<file path="src/rtl/isa_pkg.sv">
// Shared ISA definitions: opcode enum, 9-bit opcode prefixes, operand widths.
// Pure declarations; no logic, no latency.
// Shared with the control decoder so encoder and decoder cannot drift apart.
package isa_pkg;

    // Symbolic opcodes in their canonical order; values 21..31 are illegal.
    typedef enum logic [4:0] {
        OP_CMP  = 5'd0,
        OP_MOV  = 5'd1,
        OP_ADD  = 5'd2,
        OP_SUB  = 5'd3,
        OP_LSLR = 5'd4,
        OP_ROLR = 5'd5,
        OP_AND  = 5'd6,
        OP_OR   = 5'd7,
        OP_XOR  = 5'd8,
        OP_JGE  = 5'd9,
        OP_JG   = 5'd10,
        OP_JMP  = 5'd11,
        OP_INC  = 5'd12,
        OP_LSL  = 5'd13,
        OP_ROL  = 5'd14,
        OP_CLR  = 5'd15,
        OP_NOT  = 5'd16,
        OP_LDR  = 5'd17,
        OP_STR  = 5'd18,
        OP_LDR2 = 5'd19,
        OP_STR2 = 5'd20
    } op_e;

    // Machine word formats: A = 3-bit opcode, B = 5-bit, C = 6-bit.
    typedef enum logic [1:0] {
        FMT_A = 2'd0,
        FMT_B = 2'd1,
        FMT_C = 2'd2
    } fmt_e;

    localparam int unsigned WORD_W   = 9;
    localparam int unsigned OPND_W   = 6;
    localparam int unsigned OPND_W_A = 6;
    localparam int unsigned OPND_W_B = 4;
    localparam int unsigned OPND_W_C = 3;

    // Opcode prefixes already placed in the top bits of the 9-bit word.
    localparam logic [8:0] PFX_CMP  = 9'b000_000000;
    localparam logic [8:0] PFX_MOV  = 9'b001_000000;
    localparam logic [8:0] PFX_ADD  = 9'b01000_0000;
    localparam logic [8:0] PFX_SUB  = 9'b01001_0000;
    localparam logic [8:0] PFX_LSLR = 9'b01010_0000;
    localparam logic [8:0] PFX_ROLR = 9'b01011_0000;
    localparam logic [8:0] PFX_AND  = 9'b01100_0000;
    localparam logic [8:0] PFX_OR   = 9'b01101_0000;
    localparam logic [8:0] PFX_XOR  = 9'b01110_0000;
    localparam logic [8:0] PFX_JGE  = 9'b10000_0000;
    localparam logic [8:0] PFX_JG   = 9'b10001_0000;
    localparam logic [8:0] PFX_JMP  = 9'b10010_0000;
    localparam logic [8:0] PFX_INC  = 9'b101000_000;
    localparam logic [8:0] PFX_LSL  = 9'b101001_000;
    localparam logic [8:0] PFX_ROL  = 9'b101010_000;
    localparam logic [8:0] PFX_CLR  = 9'b101011_000;
    localparam logic [8:0] PFX_NOT  = 9'b101100_000;
    localparam logic [8:0] PFX_LDR  = 9'b101101_000;
    localparam logic [8:0] PFX_STR  = 9'b101110_000;
    localparam logic [8:0] PFX_LDR2 = 9'b110000_000;
    localparam logic [8:0] PFX_STR2 = 9'b110001_000;

    // Loader FSM states.
    typedef enum logic [1:0] {
        ST_IDLE = 2'd0,
        ST_LOAD = 2'd1,
        ST_ERR  = 2'd2
    } ld_state_e;

    // Error codes reported on err_code.
    localparam logic [1:0] ERR_NONE    = 2'd0;
    localparam logic [1:0] ERR_ILLEGAL = 2'd1;
    localparam logic [1:0] ERR_OVF     = 2'd2;

    // Mask of the operand bits a format can carry.
    function automatic logic [OPND_W-1:0] opnd_mask(input fmt_e fmt);
        logic [OPND_W:0] one;
        one = (OPND_W+1)'(1);
        case (fmt)
            FMT_A:   opnd_mask = OPND_W'((one << OPND_W_A) - one);
            FMT_B:   opnd_mask = OPND_W'((one << OPND_W_B) - one);
            default: opnd_mask = OPND_W'((one << OPND_W_C) - one);
        endcase
    endfunction

endpackage

</file>
<file path="src/rtl/instr_pack.sv">
// Encodes a symbolic opcode + operand into the 9-bit machine word.
// Purely combinational, zero latency.
// No handshake; flags illegal opcodes and operands too wide for the format.
module instr_pack
    import isa_pkg::*;
(
    input  logic [4:0] op_i,
    input  logic [5:0] operand_i,
    output logic [8:0] word_o,
    output logic       illegal_o,
    output logic       overflow_o
);

    logic [8:0] prefix;
    fmt_e       fmt;
    logic [5:0] mask;

    // Opcode lookup: prefix bits and word format; anything unlisted is illegal.
    always_comb begin
        prefix    = '0;
        fmt       = FMT_A;
        illegal_o = 1'b0;
        case (op_i)
            OP_CMP:  begin prefix = PFX_CMP;  fmt = FMT_A; end
            OP_MOV:  begin prefix = PFX_MOV;  fmt = FMT_A; end
            OP_ADD:  begin prefix = PFX_ADD;  fmt = FMT_B; end
            OP_SUB:  begin prefix = PFX_SUB;  fmt = FMT_B; end
            OP_LSLR: begin prefix = PFX_LSLR; fmt = FMT_B; end
            OP_ROLR: begin prefix = PFX_ROLR; fmt = FMT_B; end
            OP_AND:  begin prefix = PFX_AND;  fmt = FMT_B; end
            OP_OR:   begin prefix = PFX_OR;   fmt = FMT_B; end
            OP_XOR:  begin prefix = PFX_XOR;  fmt = FMT_B; end
            OP_JGE:  begin prefix = PFX_JGE;  fmt = FMT_B; end
            OP_JG:   begin prefix = PFX_JG;   fmt = FMT_B; end
            OP_JMP:  begin prefix = PFX_JMP;  fmt = FMT_B; end
            OP_INC:  begin prefix = PFX_INC;  fmt = FMT_C; end
            OP_LSL:  begin prefix = PFX_LSL;  fmt = FMT_C; end
            OP_ROL:  begin prefix = PFX_ROL;  fmt = FMT_C; end
            OP_CLR:  begin prefix = PFX_CLR;  fmt = FMT_C; end
            OP_NOT:  begin prefix = PFX_NOT;  fmt = FMT_C; end
            OP_LDR:  begin prefix = PFX_LDR;  fmt = FMT_C; end
            OP_STR:  begin prefix = PFX_STR;  fmt = FMT_C; end
            OP_LDR2: begin prefix = PFX_LDR2; fmt = FMT_C; end
            OP_STR2: begin prefix = PFX_STR2; fmt = FMT_C; end
            default: illegal_o = 1'b1;
        endcase
    end

    assign mask       = opnd_mask(fmt);
    assign word_o     = prefix | {3'b000, operand_i & mask};
    assign overflow_o = |(operand_i & ~mask);

endmodule

</file>
<file path="src/rtl/prog_loader.sv">
// Loads encoded instructions into consecutive imem addresses from a base.
// Latency: accepted word appears on the imem write port the next cycle.
// in_ready only in LOAD; one word per cycle at full rate, no internal buffering.
module prog_loader
    import isa_pkg::*;
#(
    parameter int unsigned ADDR_W = 10,
    parameter int unsigned LEN_W  = 10
) (
    input  logic              clk,
    input  logic              reset_n,
    input  logic              start,
    input  logic [ADDR_W-1:0] base_addr,
    input  logic [LEN_W-1:0]  length,
    input  logic              abort,
    input  logic              in_valid,
    input  logic [4:0]        in_op,
    input  logic [5:0]        in_operand,
    output logic              in_ready,
    output logic              imem_wr_en,
    output logic [ADDR_W-1:0] imem_wr_addr,
    output logic [8:0]        imem_wr_data,
    output logic              busy,
    output logic              done,
    output logic              err,
    output logic [1:0]        err_code
);

    ld_state_e         state_q, state_d;
    logic [ADDR_W-1:0] addr_q, addr_d;
    logic [LEN_W-1:0]  remain_q, remain_d;
    logic              wr_en_q, wr_en_d;
    logic [ADDR_W-1:0] wr_addr_q, wr_addr_d;
    logic [8:0]        wr_data_q, wr_data_d;
    logic              done_q, done_d;
    logic [1:0]        err_code_q, err_code_d;

    logic [8:0] pk_word;
    logic       pk_illegal;
    logic       pk_overflow;
    logic       accept;

    instr_pack u_pack (
        .op_i       (in_op),
        .operand_i  (in_operand),
        .word_o     (pk_word),
        .illegal_o  (pk_illegal),
        .overflow_o (pk_overflow)
    );

    assign accept = in_valid && (state_q == ST_LOAD);

    // Next-state logic: abort dominates everything, including start and a pending write.
    always_comb begin
        state_d    = state_q;
        addr_d     = addr_q;
        remain_d   = remain_q;
        wr_en_d    = 1'b0;
        wr_addr_d  = wr_addr_q;
        wr_data_d  = wr_data_q;
        done_d     = 1'b0;
        err_code_d = err_code_q;

        if (abort) begin
            state_d    = ST_IDLE;
            err_code_d = ERR_NONE;
        end else begin
            case (state_q)
                ST_IDLE, ST_ERR: begin
                    if (start) begin
                        err_code_d = ERR_NONE;
                        addr_d     = base_addr;
                        remain_d   = length;
                        if (length == '0) begin
                            state_d = ST_IDLE;
                            done_d  = 1'b1;
                        end else begin
                            state_d = ST_LOAD;
                        end
                    end
                end
                ST_LOAD: begin
                    if (accept) begin
                        if (pk_illegal) begin
                            state_d    = ST_ERR;
                            err_code_d = ERR_ILLEGAL;
                        end else if (pk_overflow) begin
                            state_d    = ST_ERR;
                            err_code_d = ERR_OVF;
                        end else begin
                            wr_en_d   = 1'b1;
                            wr_addr_d = addr_q;
                            wr_data_d = pk_word;
                            addr_d    = addr_q + ADDR_W'(1);
                            remain_d  = remain_q - LEN_W'(1);
                            if (remain_q == LEN_W'(1)) begin
                                state_d = ST_IDLE;
                                done_d  = 1'b1;
                            end
                        end
                    end
                end
                default: begin
                    state_d    = ST_IDLE;
                    err_code_d = ERR_NONE;
                end
            endcase
        end
    end

    // State and registered write-port outputs; reset clears everything at once.
    always_ff @(posedge clk or negedge reset_n) begin
        if (!reset_n) begin
            state_q    <= ST_IDLE;
            addr_q     <= '0;
            remain_q   <= '0;
            wr_en_q    <= 1'b0;
            wr_addr_q  <= '0;
            wr_data_q  <= '0;
            done_q     <= 1'b0;
            err_code_q <= ERR_NONE;
        end else begin
            state_q    <= state_d;
            addr_q     <= addr_d;
            remain_q   <= remain_d;
            wr_en_q    <= wr_en_d;
            wr_addr_q  <= wr_addr_d;
            wr_data_q  <= wr_data_d;
            done_q     <= done_d;
            err_code_q <= err_code_d;
        end
    end

    assign in_ready     = (state_q == ST_LOAD);
    assign busy         = (state_q == ST_LOAD);
    assign err          = (state_q == ST_ERR);
    assign err_code     = err_code_q;
    assign imem_wr_en   = wr_en_q;
    assign imem_wr_addr = wr_addr_q;
    assign imem_wr_data = wr_data_q;
    assign done         = done_q;

endmodule
</file>
<file path="config.mk">
export PLATFORM = sky130hd
export DESIGN_NAME = prog_loader
export DESIGN_NICKNAME = d
export VERILOG_FILES = /design/src/rtl/isa_pkg.sv /design/src/rtl/instr_pack.sv /design/src/rtl/prog_loader.sv
export SDC_FILE = /design/constraint.sdc
export NUM_CORES = 1
export LEC_CHECK = 0
export ABC_AREA = 1
export CAP_MARGIN = 20
export CORE_ASPECT_RATIO = 0.8
export CORE_MARGIN = 3
export CORE_UTILIZATION = 50
export DETAILED_ROUTE_END_ITERATION = 12
export PLACE_DENSITY_LB_ADDON = 0.3
export SLEW_MARGIN = 20
export SYNTH_ARGS = -nofsm -noshare
export SYNTH_HDL_FRONTEND = slang
export SYNTH_SLANG_ARGS = --single-unit
</file>
<file path="constraint.sdc">
create_clock -name clk -period 4.32 [get_ports clk]
set_clock_uncertainty 0.1 [all_clocks]
set_input_delay 0.864 -clock clk [delete_from_list [all_inputs] [get_ports clk]]
set_output_delay 0.864 -clock clk [all_outputs]
set_load 0.05 [all_outputs]
</file>
After elaboration in Yosys (flattened, before gate mapping)
Cells that the tools add are included.

word-level totals
  memory bits (writable) = 0
  logic and storage cells = 103
  bits in latches = 0
  bits in read-only memories = 0
  output and inout port bits = 26
  input port bits = 36
  memories kept = 0
  bits in registers = 45

cells by class
  multiply operators = 0
  bitwise logic cells = 6
  $add $sub $neg = 2
  shift-type cells = 0
  order comparisons = 0
  reduce and logical (&&, ||, !) cells = 15
  divide/modulo/power cells = 0
  equal/unequal tests = 32
  muxes and demuxes = 40

operator list
  cell                                                number
  case mux 9 bit (20 select lines)                    1
  2-to-1 mux 10 bit                                   8
  == test 5 x 4 -> 1 bit, second input constant       8
  case mux 10 bit (2 select lines)                    2
  == test 5 bit, second input constant                5
  2-to-1 mux 2 bit                                    11
  OR reduction 21 bit                                 1
  == test 5 x 3 -> 1 bit, second input constant       4
  2-to-1 mux 1 bit                                    13
  bitwise AND 6 bit                                   2
  case mux 2 bit (2 select lines)                     3
  case mux 6 bit (2 select lines)                     1
  adder 10 x 1 -> 10 bit, second input constant       1
  == test 10 x 1 -> 1 bit, second input constant      1
  == test 5 x 2 -> 1 bit, second input constant       2
  logical NOT 10 bit                                  1
  OR reduction 10 bit                                 1
  subtractor 10 x 1 -> 10 bit, second input constant  1
  OR 9 x 6 -> 9 bit                                   1
  OR reduction 9 bit                                  1
  != test 2 bit, second input constant                3
  NOT 6 bit                                           1
  AND reduction 3 bit                                 2
  AND reduction 6 bit                                 1
  other kinds (17)                                    20

Logic depth before layout (Yosys ltp)
Gate-level depths: netlist of the first run.

  word-level depth = 13
  gate-level depth with buffers = 14
  mapped depth without buffers = 12

Hierarchy
Synthesis of the first run repeated with hierarchy kept, for this count alone.

unflattened totals
  cells, all modules = 416
  area, all modules = 3000.4 µm²

by module, submodules not included
  module       seq. area each (µm²)  instances  cells each  area each (µm²)
  prog_loader  1126.1                1          337         2565.0
  instr_pack   0.0                   1          79          435.4

Worst setup path after synthesis of the first run
OpenSTA, ideal clock, no wires.

  path kind = reg2out
  start point = reg state_q[1]
  end point = out in_ready
  setup slack = 1.749 ns
  stages on the path, launching flop included = 6
  required time = 3.356 ns
  path buffers = 2
  arrival = 1.607 ns
  path through = dfrtp_1 inv_1 nand2_1 inv_1 clkbuf_1 buf_4

on the way
  word-level cells in the longest chain between the ends = 1

ends and longest elaborated chain
  item                    line                source
  start, declared         prog_loader.sv:29   ld_state_e state_q, state_d;
  start signal, assigned  prog_loader.sv:123  state_q <= state_d;
  == test 2 x 1 -> 1 bit  -
  end, declared           prog_loader.sv:19   output logic in_ready,

No other way between the ends.

Worst setup path after layout of the first run
  start point = reg state_q[0]
  end point = out busy

on the way
  word-level cells in the longest chain between the ends = 1

ends and longest elaborated chain
  item                    line                source
  == test 2 x 1 -> 1 bit  prog_loader.sv:135  assign busy = (state_q == ST_LOAD);
  end, declared           prog_loader.sv:23   output logic busy,

No other way between the ends.

==> results_dict.tcl, run 1 <==
set metrics [dict create \
    antenna_found_initial 0 \
    worstReg2RegStart "state_q[0]$_DFFE_PN0P_" \
    max_slew_margin_pct 65.9 \
    cts_resized 0 \
    tns_ns 0 \
    cpMaxStageDelayCell "clkdlybuf4s50_1" \
    drcViolationCount 0 \
    die-area_um2 6780 \
    synth_warnings 0 \
    pre_cts_ws_ns 0.936 \
    place_inst 556 \
    cp.required_ns 3.36 \
    drive_gt1_share_pct 6.98 \
    p_per_area_nw_per_um2 577 \
    hp-class "in2async" \
    drt_first_pass_iters 4 \
    fp.dieW_um 91.3 \
    slew_viol_final 0 \
    syn_area_per_cell_um2 6.81 \
    htree_levels 2 \
    diodes 0 \
    wl_met2_mm 3.31 \
    syn-instance-count 428 \
    grt_max_degree 46 \
    crit_path_frequent_cell "buf_4" \
    finalHoldViolCount 0 \
    start_kind "flop" \
    cts_setup_buffers 0 \
    nFillCells 509 \
    gp_congestion 0.909 \
    crit_start "state_q[0]$_DFFE_PN0P_" \
    clock-sinks 45 \
    clk_latency_ns 0.29 \
    start_util_pct 52.4 \
    vias 3006 \
    netlist_area_um2 2910 \
    reg2regPathDepth 9 \
    grt.total_usage_pct 22.2 \
    clk_path_buf_depth 2 \
    grt_overflow_total 0 \
    synth_cell_types 34 \
    maxCapViolCount 0 \
    root_buffer "clkbuf_8" \
    synth_seq_area_share_pct 38.7 \
    drt_iter0_markers 211 \
    peakVddDrop_uv 330 \
    routed_via_density 5.32 \
    rows 24 \
    cts_tree "yes" \
    grt_pass1_vias 2737 \
    syn_nets 467 \
    top_layer_used "met4" \
    fin_crit_sh_pct 75.3 \
    nets 525 \
    setup_viol 0 \
    multi_input_area_um2 1510 \
    cts_hold_buf 0 \
    reg2reg_to "remain_q[6]$_DFFE_PN0P_" \
    ys_seq_elements 45 \
    clk_pin_slew_ns 0.09 \
    fin_ws_ns 1.07 \
    dp_hpwl_mm 5.56 \
    fmax_mhz 307 \
    core_um2 5560 \
    ant_nets 0 \
    status "finished, final reports clean" \
    cp_cell_sequence "nand2_1, buf_4, inv_1, buf_4, clkdlybuf4s50_1" \
    totalWireLength_mm 7.45 \
    max_stage_delay_ns 0.86 \
    synthToLayoutAreaGrowth_pct 26.2 \
    route.met3.wl_um 524 \
    crit_arrival_ns 2.29 \
    cts_inserted_buffers 5 \
    grt_pass1_wl_mm 12.3 \
    period_minus_slack_ns 3.25 \
    rsz0062_at_grt "no" \
    totalPowerFinal_mw 2.12 \
    worstMarginPinSlew_ns 0.510 \
    end_kind "output pin" \
    p_leak_nw 1.82 \
    num_io_pins 62 \
    reg2reg_slack_ns 2.12 \
    wl_per_cell_um 13.2 \
    register_area_um2 1130 \
    final-instance-count-excl-fill 565 \
    wl_met1_mm 3.54 \
    die_h_um 74.3 \
    path_class "reg2out" \
    port_buffers 61 \
    crit_path_max_fanout 24 \
]
[how the worst max path moves through the flow]
stage,end,slack (ns),depth (start not counted)
detailed placement,imem_wr_addr[1]$_DFFE_PN0P_,0.94,12
floorplan,in_ready,1.75,5
finish,busy,1.07,5
global placement,imem_wr_data[0]$_DFFE_PN0P_,0.92,11
global route,busy,0.97,5
CTS,busy,1.06,5
[area by class of cell]
type                       instances  share of cell area, %
multi-input combinational        317                   41.1
clock inverter                     2                  0.409
sequential                        45                   30.6
clock buffer                       6                   1.97
timing repair buffer              68                   18.2
tap                               78                   2.66
inverter                          49                   5.01
[cells in the mapped netlist]
cell type | count | area (µm²)
nand2_1 | 155 | 582
dfrtp_1 | 45 | 1130
inv_1 | 41 | 154
nand3_1 | 32 | 160
nor2_1 | 29 | 109
o21ai_0 | 29 | 145
nand4_1 | 27 | 169
clkbuf_1 | 10 | 37.5
nor3_1 | 8 | 40.0
inv_2 | 7 | 26.3
a21oi_1 | 5 | 25.0
a31oi_1 | 4 | 25.0
ha_1 | 3 | 37.5
nor2_2 | 3 | 18.8
o211ai_1 | 3 | 22.5
a22oi_1 | 2 | 15.0
buf_2 | 2 | 10.0
buf_4 | 2 | 15.0
nand3_2 | 2 | 20.0
nor4_1 | 2 | 12.5
o2111a_1 | 2 | 22.5
o21ai_2 | 2 | 17.5
xor2_1 | 2 | 17.5
buf_6 | 1 | 11.3
buf_8 | 1 | 15.0
clkbuf_2 | 1 | 5.00
clkinv_1 | 1 | 3.75
nand2_2 | 1 | 6.26
nand4_4 | 1 | 21.3
nor2_4 | 1 | 11.3
nor3_2 | 1 | 10.0
o22ai_1 | 1 | 6.26
or2_2 | 1 | 6.26
xnor2_1 | 1 | 8.76
[cell families after synthesis]
kind of cell | share of synthesized area (%)
AOI/OAI and AO/OA | 9.58
xor gates and xnor gates | 0.902
adders and majority gates | 1.29
buffers and inverters | 9.54
DFF | 38.7
and+or+nand+nor | 40.0
[critical path, delay by kind of cell, from the launching register on]
family | cells | cell delay [ns]
flip-flops | 1 | 0.47
buffers and inverters | 4 | 1.43
AND/OR/NAND/NOR | 1 | 0.08
[metal layers]
metal  vias to the layer above  GRT usage (%)
met3                         6           4.45
met4                         0           5.35
met1                      1363           30.5
met2                       111           36.9
li1                       1526              -
met5                         -              0
[per-stage QoR]
stage / hold slack [ns] / cell area (µm²) / util [%]
global placement: 0.357 / 3570 / 64.2
global route: 0.384 / 3670 / 66.1
CTS: 0.386 / 3650 / 65.8
detailed placement: 0.364 / 3570 / 64.2
floorplan: 0.342 / 2910 / -
finish: 0.371 / 3670 / 66.1
[placed cells by master (no fill, tap or decap), drive strengths merged, types with 2 or more instances in the layout]
master / n
nand2: 156
nand4: 28
nor2: 33
inv: 48
a21oi: 5
o2111a: 2
o21ai: 31
xor2: 2
dfrtp: 45
a31oi: 4
nand3: 34
buf: 8
nor3: 9
clkdlybuf4s50: 60
ha: 3
a22oi: 2
nor4: 2
clkinvlp: 2
clkbuf: 6
o211ai: 3
[flip-flops by register name (all words and copies together), names as in the netlist]
register / count
imem_wr_en: 1
imem_wr_addr: 10
done: 1
err_code: 2
state_q: 2
imem_wr_data: 9
remain_q: 10
addr_q: 10
[report_power, final]
part	total [mW]	leakage, nW	internal, mW	switching, mW
sequential	0.735	0.581	0.589	0.146
clock	0.253	0.0374	0.114	0.139
combinational	1.13	1.20	0.381	0.751
total	2.12	1.82	1.08	1.04
Note: power is estimated with default switching activity, not from simulation.
==> run 2: changes to the inputs <==
- clock period: 4.32 -> 3.4 ns (I/O delays scaled with it)
==> run 2 against run 1 <==
Against the previous run: sequential share of layout area is 0.19 points higher; core utilization fell by 0.41 points; first-iteration DRC count is 2.8% lower; via count up 0.90%; flip-flop and latch count stayed put; critical endpoint is now imem_wr_addr[1]$_DFFE_PN0P_; largest power group unchanged.
==> results_dict.tcl, run 2 (same netlist as run 1, synthesis figures left out) <==
set metrics [dict create \
    cts_setup_buffers 0 \
    ant_nets 0 \
    grt.total_usage_pct 23.1 \
    final-instance-count-excl-fill 564 \
    sw_frac_of_total_pct 49.3 \
    p_clk_share_pct 12.5 \
    slew_viol_final 0 \
    pwr-share-seq_pct 34.5 \
    reg2reg_slack_ns 1.27 \
    setup_viol 0 \
    cpMaxStageDelayCell "clkdlybuf4s50_1" \
    fp.dieW_um 91.3 \
    root_buffer "clkbuf_8" \
    peakVddDrop_uv 430 \
    final_cell_mix "nand2_1 (155), clkdlybuf4s50_1 (58), dfrtp_1 (45), inv_1 (41), nand3_1 (32)" \
    fin_util_pct 65.7 \
    drt_first_pass_iters 5 \
    port_buffers 61 \
    num_io_pins 62 \
    drt_iter0_markers 205 \
    dp_hpwl_mm 5.62 \
    crit_arrival_ns 3.04 \
    maxCapViolCount 0 \
    nets 524 \
    clk_path_buf_depth 2 \
    fin_ws_ns 0.497 \
    vias 3033 \
    routed_via_density 5.38 \
    reg2regPathDepth 6 \
    min_path_cells 2 \
    diodes 0 \
    fmax_mhz 344 \
    grt_overflow_total 0 \
    gp_congestion 1.01 \
    max_stage_delay_ns 0.67 \
    place_inst 556 \
    power.share.combinational_pct 53.0 \
    totalWireLength_mm 7.61 \
    finalHoldViolCount 0 \
    hp-class "reg2reg" \
    cts_resized 0 \
    core_um2 5560 \
    drcViolationCount 0 \
    cts_tree "yes" \
    fin_crit_sh_pct 85.4 \
    start_kind "input pin" \
    die_h_um 74.3 \
    netSwitchingPower_mw 1.33 \
    rsz0062_at_grt "no" \
    layout_commonest_cell "nand2_1" \
    crit_path_max_fanout 30 \
    die-area_um2 6780 \
    clk_latency_ns 0.30 \
    cts_inserted_buffers 5 \
    end_kind "flop" \
    p_leak_nw 1.82 \
    wl_per_cell_um 13.5 \
    worst-path-stages 11 \
    clock-sinks 45 \
    drive_gt1_share_pct 7.41 \
    htree_levels 2 \
    start_util_pct 52.4 \
    dpl_cell_area_um2 3560 \
    grt_pass1_wl_mm 12.6 \
    cp.required_ns 3.54 \
    pre_cts_ws_ns 0.208 \
    p_per_area_nw_per_um2 741 \
    grt_pass1_vias 2773 \
    tns_ns 0 \
    design_area_um2 3650 \
    rows 24 \
    clk_pin_slew_ns 0.09 \
    max_slew_margin_pct 34.0 \
    grt_max_degree 46 \
    period_minus_slack_ns 2.90 \
    worstMarginPinSlew_ns 0.990 \
    synthToLayoutAreaGrowth_pct 25.4 \
    antenna_found_initial 0 \
    path_class "in2reg" \
    status "finished, final reports clean" \
    critPathBufInv 4 \
    cp_cell_sequence "clkdlybuf4s50_1, nor2_1, inv_1, nand3_1, inv_2, nand3_1, nand2_2, nand4_4, inv_2, nand2_1, nand2_1" \
    cts_hold_buf 0 \
    cp_top_family "buffers and inverters" \
    p_int_mw 1.37 \
]
run 2: power by group through the flow:
stage | combinational (mW) | sequential, mW | clock, mW
floorplan | 0.671 | 1.24 | 0
global placement | 1.40 | 0.933 | 0
detailed placement | 1.43 | 0.943 | 0
CTS | 1.43 | 0.934 | 0.349
global route | 1.58 | 0.965 | 0.375
finish | 1.43 | 0.934 | 0.338
run 2: path summary, 6_finish.rpt:
kind / startpoint / endpoint
min in group asynchronous: reset_n / imem_wr_addr[9]$_DFFE_PN0P_
hold / removal: imem_wr_data[4]$_DFFE_PN0P_ / imem_wr_data[4]$_DFFE_PN0P_
setup reg to reg: state_q[0]$_DFFE_PN0P_ / imem_wr_addr[1]$_DFFE_PN0P_
setup / recovery: in_op[4] / imem_wr_addr[1]$_DFFE_PN0P_
hold reg to reg: imem_wr_data[4]$_DFFE_PN0P_ / imem_wr_data[4]$_DFFE_PN0P_
max in group asynchronous: reset_n / err_code[0]$_DFFE_PN0P_
run 2: layout make-up:
cell class | count | area (µm²)
repair buffers | 67 | 646
well taps | 78 | 97.6
flip-flops and latches | 45 | 1130
clock inverters | 3 | 21.3
inverters | 49 | 184
multi-input cells | 317 | 1510
fillers | 485 | 1900
clock buffers | 5 | 68.8
run 2: layer usage:
| layer | global-route usage, % | wire [µm] | share of wire (%) | vias up |
|---|---|---|---|---|
| met5 | 0 | 0 | 0 | - |
| met4 | 6.52 | 66 | 0.87 | 0 |
| met3 | 6.77 | 699 | 9.2 | 7 |
| met2 | 35.2 | 3330 | 44 | 141 |
| met1 | 32.4 | 3520 | 46 | 1367 |
| li1 | - | - | - | 1518 |
run 2: worst reg2reg max path, stage by stage, from the launching register on:
cell     delay (ns)
dfrtp_1        0.45
nand2_1        0.26
nor2_1         0.41
nand4_4        0.40
inv_2          0.29
nand2_1        0.08
nand2_1        0.07
run 2: stage by stage:
stage / power [mW] / hold slack (ns)
final: 2.71 / 0.384
after global routing: 2.92 / 0.414
after CTS: 2.72 / 0.388
after detailed placement: 2.37 / 0.366
after global placement: 2.33 / 0.357
after floorplan: 1.91 / 0.284
==> run 3: changes to the inputs <==
- clock period: 3.4 -> 3.5 ns (I/O delays scaled with it)
==> run 3 against run 2 <==
Against the previous run: clock power grew 17%; global-route usage is 0.21 points lower; routed wire length is 2.3% lower; flip-flop and latch count is the same; critical path type unchanged; critical endpoint is now imem_wr_data[2]$_DFFE_PN0P_; largest power group unchanged; highest routed layer unchanged.
==> results_dict.tcl, run 3 (same netlist as run 1, synthesis figures left out) <==
set metrics [dict create \
    cts_tree "yes" \
    die_h_um 74.3 \
    cts_hold_buf 0 \
    fmax_mhz 350 \
    use_met3_pct 4.15 \
    period_minus_slack_ns 2.86 \
    rsz0062_at_grt "no" \
    worstReg2RegStart "state_q[0]$_DFFE_PN0P_" \
    crit_arrival_ns 3.00 \
    fp.dieW_um 91.3 \
    gp_congestion 0.988 \
    fin_crit_sh_pct 81.7 \
    reg2reg_slack_ns 1.36 \
    vias 3015 \
    status "finished, final reports clean" \
    clk_latency_ns 0.31 \
    critPathBufInv 3 \
    maxCapViolCount 0 \
    cpMaxStageDelayCell "clkdlybuf4s50_1" \
    layout_commonest_cell "nand2_1" \
    rows 24 \
    routed_via_density 5.35 \
    grt_pass1_wl_mm 12.5 \
    reg2reg_to "imem_wr_data[2]$_DFFE_PN0P_" \
    clk_path_buf_depth 2 \
    end_kind "flop" \
    start_util_pct 52.4 \
    htree_levels 2 \
    cp_top_family "simple AND/OR/NAND/NOR gates" \
    design_area_um2 3680 \
    tns_ns 0 \
    root_buffer "clkbuf_8" \
    diodes 0 \
    cp.required_ns 3.64 \
    nFillCells 483 \
    clock-sinks 45 \
    port_buffers 61 \
    crit_path_max_fanout 30 \
    drive_gt1_share_pct 7.20 \
    drt_iter0_markers 283 \
    cts_resized 0 \
    grt-busiest-layer "met2" \
    start_kind "input pin" \
    core_um2 5560 \
    ant_nets 0 \
    finalHoldViolCount 0 \
    nets 524 \
    path_class "in2reg" \
    worstMarginPinSlew_ns 0.571 \
    die-area_um2 6780 \
    p_leak_nw 1.83 \
    drt_first_pass_iters 5 \
    final_cell_mix "nand2_1 (155), clkdlybuf4s50_1 (58), dfrtp_1 (45), inv_1 (41), nand3_1 (32)" \
    grt_pass1_vias 2663 \
    totalWireLength_mm 7.44 \
    peakVddDrop_uv 317 \
    p_per_area_nw_per_um2 729 \
    grt_max_degree 46 \
    antenna_found_initial 0 \
    cts_setup_buffers 0 \
    crit_path_frequent_cell "nand2_1" \
    grt.total_usage_pct 22.9 \
    dp_hpwl_mm 5.48 \
    reg2regPathDepth 7 \
    crit_start "in_op[1]" \
    hp-class "in2async" \
    max_stage_delay_ns 0.60 \
    clk_pin_slew_ns 0.09 \
    drcViolationCount 0 \
    met2_usage_pct 36.0 \
    synthToLayoutAreaGrowth_pct 26.2 \
    slew_viol_final 0 \
    setup_viol 0 \
    gr-usage-met1_pct 32.8 \
    dpl_cell_area_um2 3560 \
    wl_per_cell_um 13.2 \
    grt_overflow_total 0 \
    cp_cell_sequence "clkdlybuf4s50_1, nand2_1, clkinv_1, nand3_1, nand2_1, nor2_1, nand3_1, nand2_2, nand4_4, inv_2, nand2_1, nand2_1" \
    cts_inserted_buffers 5 \
    num_io_pins 62 \
    max_slew_margin_pct 61.9 \
]
==> run 3: changes by cell type in the layout (fill, tap and decap cells not counted) <==
cell        delta
clkinv_2       -1
buf_4          +1
inv_6          -1
clkbuf_1       +1
bufinv_16      +1
clkinv_4       +1
clkinvlp_4     -1
buf_2          -1
==> run 3: worst max path at each step <==
stage,to,depth (start not counted)
floorplan,in_ready,5
global placement,imem_wr_data[4]$_DFFE_PN0P_,12
detailed placement,imem_wr_data[2]$_DFFE_PN0P_,12
CTS,imem_wr_data[2]$_DFFE_PN0P_,12
global route,imem_wr_addr[1]$_DFFE_PN0P_,12
finish,imem_wr_data[2]$_DFFE_PN0P_,12
==> run 3: per-layer routing <==
layer / up-vias / part of all wire (%)
li1: 1512 / -
met4: 0 / 1.3
met5: - / 0
met3: 8 / 7.5
met2: 130 / 43
met1: 1365 / 48
==> run 3: cell type report <==
cell class / instances / area [µm²] / share of cell area, %
clock inverters: 2 / 38.8 / 1.06
inverters: 49 / 184 / 5.00
flip-flops and latches: 45 / 1130 / 30.6
multi-input cells: 317 / 1510 / 41.0
repair buffers: 67 / 648 / 17.6
well taps: 78 / 97.6 / 2.65
clock buffers: 6 / 72.6 / 1.97
==> run 3: power breakdown <==
group / switching, mW / total (mW) / internal, mW
logic: 0.916 / 1.38 / 0.465
registers: 0.176 / 0.903 / 0.727
clock network: 0.182 / 0.396 / 0.214
==> run 3: metrics by stage <==
| step | hold slack, ns | cells | power [mW] | setup slack [ns] | util, % |
|---|---|---|---|---|---|
| global route | 0.324 | 564 | 2.90 | 0.420 | 66.2 |
| CTS | 0.388 | 564 | 2.69 | 0.673 | 66.1 |
| detailed placement | 0.367 | 556 | 2.29 | 0.360 | 64.1 |
| finish | 0.284 | 564 | 2.68 | 0.641 | 66.2 |
| global placement | 0.357 | 556 | 2.26 | 0.392 | 64.1 |
| floorplan | 0.304 | 428 | 1.86 | 1.09 | - |
==> run 3: worst reg2reg max path, delay by kind of cell (launching register included) <==
kind	cells	cell delay, ns
simple gates	5	0.98
buf+inv	2	0.53
flops	1	0.47
==> variant 1 (flow settings as in run 2) <==
The 3 states of `ld_state_e` get a one-hot encoding in 3 bits.
--- a/src/rtl/isa_pkg.sv
+++ b/src/rtl/isa_pkg.sv
@@ -66,8 +66,8 @@
 
     // Loader FSM states.
-    typedef enum logic [1:0] {
-        ST_IDLE = 2'd0,
-        ST_LOAD = 2'd1,
-        ST_ERR  = 2'd2
+    typedef enum logic [2:0] {
+        ST_IDLE = 3'b001,
+        ST_LOAD = 3'b010,
+        ST_ERR  = 3'b100
     } ld_state_e;
 
Check against the original RTL: no difference found for any inputs over 4 cycles, from zero or initial values and one cycle with reset_n low; so few cycles prove little.
==> variant 1 against run 2 <==
Critical endpoint is now in_ready. Sequential cell count increased by 1. Worst setup slack got worse by 0.057 ns. Critical path depth is 9 lower. Synthesized area decreased by 0.90%. Die area decreased by 0.83%. Sequential power up 4.1%. Wire length decreased by 7.8%. Final area decreased by 0.14%. Worst hold slack got worse by 0.13 ns. Maximum frequency fell by 1.9%. Register-to-register slack got worse by 0.26 ns. Largest cell class unchanged. Total power up 4.3%. Non-clock buffer count did not move. Critical path type is now register to output port.
==> variant 1: results (changes against run 2) <==
metric,value,unit,change
run status,completed,,unchanged
Reg-to-Reg End,remain_q[8],,was imem_wr_addr[1]
wire length on met2,3.18,mm,was 3.33 mm
worst vdd ir,0.428,mV,was 0.430 mV
sequential area share after synthesis,39.9,%,was 38.7%
Leakage Power,1.79,nW,was 1.82 nW
end point of the critical path,in_ready,,was imem_wr_addr[1]
WHS,0.250,ns,was 0.384 ns
Final GP Congestion,0.993,,was 1.01
layout cells sized above 1,8.33,%,was 7.41%
Mapped Nets,448,,was 467
Non-clk invs,37,,was 49
Slew @ Worst Pin,0.682,ns,was 0.990 ns
num sequential,46,,was 45
met1 usage,29.1,%,was 32.4%
crit path from,state_q[2],,was in_op[4]
CP Data Arrival Time,2.18,ns,was 3.04 ns
Synth cell types,36,,was 34
Multi-input comb cells,310,,was 317
largest net degree at the start of global routing,47,,was 46
average vias per placed instance,5.19,,was 5.38
Overall Global Routing Usage,21.2,%,was 23.1%
DRT iter0 DRCs,221,,was 205
dpl hpwl,5.17,mm,was 5.62 mm
Final Net Count,506,,was 524
FILL cells,482,,was 485
wire length on met1,3.27,mm,was 3.52 mm
largest cells by area after synthesis,"dfrtp_1 (39%), nand2_1 (20%), nand3_1 (9.4%), o21ai_0 (4.9%), inv_1 (3.5%)",,"was dfrtp_1 (39%), nand2_1 (20%), nand4_1 (5.8%), nand3_1 (5.5%), inv_1 (5.3%)"
CP peak stage delay,0.93,ns,was 0.67 ns
"top cells by count, synth","nand2_1 (151), nand3_1 (54), dfrtp_1 (45), o21ai_0 (28), inv_1 (27)",,"was nand2_1 (155), dfrtp_1 (45), inv_1 (41), nand3_1 (32)"
CP max FO,14,,was 30
met3 wire length,517,um,was 699 um
Avg WL per Cell,12.9,um,was 13.5 um
clock-cell share of area,2.47,%,about the same
R2R setup slack,1.01,ns,was 1.27 ns
NonClk Buf Share,18.4,%,was 17.7%
fraction of area in registers,31.6,%,was 30.8%
first-pass GRT wire length,11.7,mm,was 12.6 mm
FF-to-FF path depth,8,,was 6
[variant 1: changes by cell type after synthesis, moves of 5 or more]
cell / change
nor2_1: -5
clkbuf_1: -6
xor2_1: +5
nand4_1: -18
inv_1: -14
nand3_1: +22
[variant 1: logic make-up (layout without fill, tap and decap cells)]
logic type | Yosys count | in the layout | share of synthesized area [%]
buffers and inverters | 53 | 112 | 8.19
xor gates and xnor gates | 10 | 10 | 3.03
adders and majority gates | 3 | 3 | 1.30
DFF | 46 | 46 | 39.9
AOI/OAI and AO/OA | 39 | 39 | 7.76
and+or+nand+nor | 258 | 258 | 39.8
[variant 1: metrics by stage]
step                cells  instance area [sq um]
CTS                   545                   3620
global placement      537                   3530
detailed placement    537                   3530
floorplan             409                   2890
global route          546                   3650
finish                546                   3650
[variant 1: power breakdown]
group	switching, mW	internal [mW]
logic	0.991	0.520
registers	0.199	0.773
clock network	0.194	0.145
total	1.38	1.44
==> variant 2 (settings of run 2) <==
Without the edit above. `ADDR_W`: 10 -> 11.
--- a/src/rtl/prog_loader.sv
+++ b/src/rtl/prog_loader.sv
@@ -5,5 +5,5 @@
     import isa_pkg::*;
 #(
-    parameter int unsigned ADDR_W = 10,
+    parameter int unsigned ADDR_W = 11,
     parameter int unsigned LEN_W  = 10
 ) (
Ports: changed (resized base_addr and imem_wr_addr); port bits go from 62 to 64. No check against the original RTL was run, so the function may have changed too.
==> variant 2 against run 2 <==
Final area is 4.0% higher. Sequential cell count is 2 higher. Total power is 7.7% higher. Global-route usage is 0.44 points lower. Worst setup slack better by 0.14 ns. Synthesized cell count is 2.8% higher. Synthesized area is 3.5% higher. Wire length is 0.89% lower.
==> variant 2: results (changes against run 2) <==
metric,value,unit,change
run status,completed,,unchanged
Final GP Congestion,1.00,,was 1.01
FF-to-FF path depth,7,,was 6
post-route insts no fill,579,,was 564
Hold Crit Class,primary input to async pin,,was register to register
Mapped Nets,480,,was 467
largest cells by area after synthesis,"dfrtp_1 (39%), nand2_1 (19%), nand3_1 (8.8%), inv_1 (5.2%), o21ai_0 (4.6%)",,"was dfrtp_1 (39%), nand2_1 (20%), nand4_1 (5.8%), nand3_1 (5.5%), inv_1 (5.3%)"
dpl hpwl,5.56,mm,was 5.62 mm
first-pass GRT wire length,12.8,mm,was 12.6 mm
placed cells,572,,was 556
Overall Global Routing Usage,22.7,%,was 23.1%
CP peak stage delay,0.60,ns,was 0.67 ns
vias in the first global route,2735,,was 2773
worst vdd ir,0.495,mV,was 0.430 mV
Gate Count Post-Synth,440,,was 428
sequential area share after synthesis,39.0,%,was 38.7%
Tmin final,2.76,ns,was 2.90 ns
CP max FO,18,,was 30
WHS,0.280,ns,was 0.384 ns
Final Net Count,541,,was 524
XOR/XNOR Fraction of Synth Area,1.74,%,was 0.902%
"top cells by count, synth","nand2_1 (154), nand3_1 (53), dfrtp_1 (47), inv_1 (42), nor2_1 (37)",,"was nand2_1 (155), dfrtp_1 (45), inv_1 (41), nand3_1 (32)"
largest net degree at the start of global routing,48,,was 46
DRT iter0 DRCs,203,,was 205
detailed-route via count,3063,,was 3033
worst slack at placement,0.369,ns,was 0.208 ns
R2R setup slack,1.37,ns,was 1.27 ns
max-slew headroom at the worst pin,60.9,%,was 34.0%
Adder-Cell Fraction of Synth Area,1.25,%,was 1.29%
Avg WL per Cell,13.0,um,was 13.5 um
==> variant 2: cell types whose count changed in the layout (fill, tap and decap cells not counted), moves of 3 or more <==
cell / run 2 / this run
nand4_1: 27 / 4
nor2_1: 29 / 37
o21ai_2: 2 / 11
nand3_1: 32 / 53
a31oi_1: 4 / 1
==> variant 2: per-stage QoR <==
stage          cell area (sq um)  power, mW
2_1_floorplan               3010       2.04
3_3_place_gp                3690       2.48
3_5_place_dp                3690       2.52
4_1_cts                     3800       2.92
5_1_grt                     3800       3.15
6_report                    3800       2.91
==> variant 2: how the worst max path moves through the flow <==
stage	from	end	depth (start not counted)
2_1_floorplan	state_q[1]	in_ready	5
3_3_place_gp	in_op[3]	imem_wr_addr[8]	12
3_5_place_dp	in_op[4]	imem_wr_addr[9]	13
4_1_cts	in_op[4]	imem_wr_addr[9]	13
5_1_grt	in_op[3]	imem_wr_addr[9]	12
6_report	in_op[4]	imem_wr_addr[9]	13
==> variant 2: critical path, delay by kind of cell <==
kind | cells | cell delay, ns
AOI/OAI and AO/OA | 2 | 0.28
buffers and inverters | 4 | 1.06
and+or+nand+nor | 7 | 0.84
==> variant 2: power by group <==
group          internal (mW)  total, mW  switching [mW]
combinational          0.520       1.52            1.00
sequential             0.792      0.989           0.197
clock                  0.215      0.405           0.190
total                   1.53       2.91            1.39
==> variant 2: cell type report <==
type | instances | area, sq um
inverters | 48 | 180
clock inverters | 2 | 37.5
flip-flops and latches | 47 | 1180
multi-input cells | 330 | 1570
well taps | 78 | 97.6
fillers | 503 | 1850
repair buffers | 69 | 668
clock buffers | 5 | 68.8
==> variant 2: cells by family after synthesis <==
| family | Yosys count |
|---|---|
| and+or+nand+nor | 266 |
| buffers and inverters | 63 |
| AOI/OAI and AO/OA | 55 |
| DFF | 47 |
| xor gates and xnor gates | 6 |
| adders and majority gates | 3 |
==> variant 2: routing by layer <==
metal	global-route usage (%)	share of wire [%]
met1	33.3	48
met2	35.4	43
met3	4.54	8.1
met4	3.90	0.81
met5	0	0
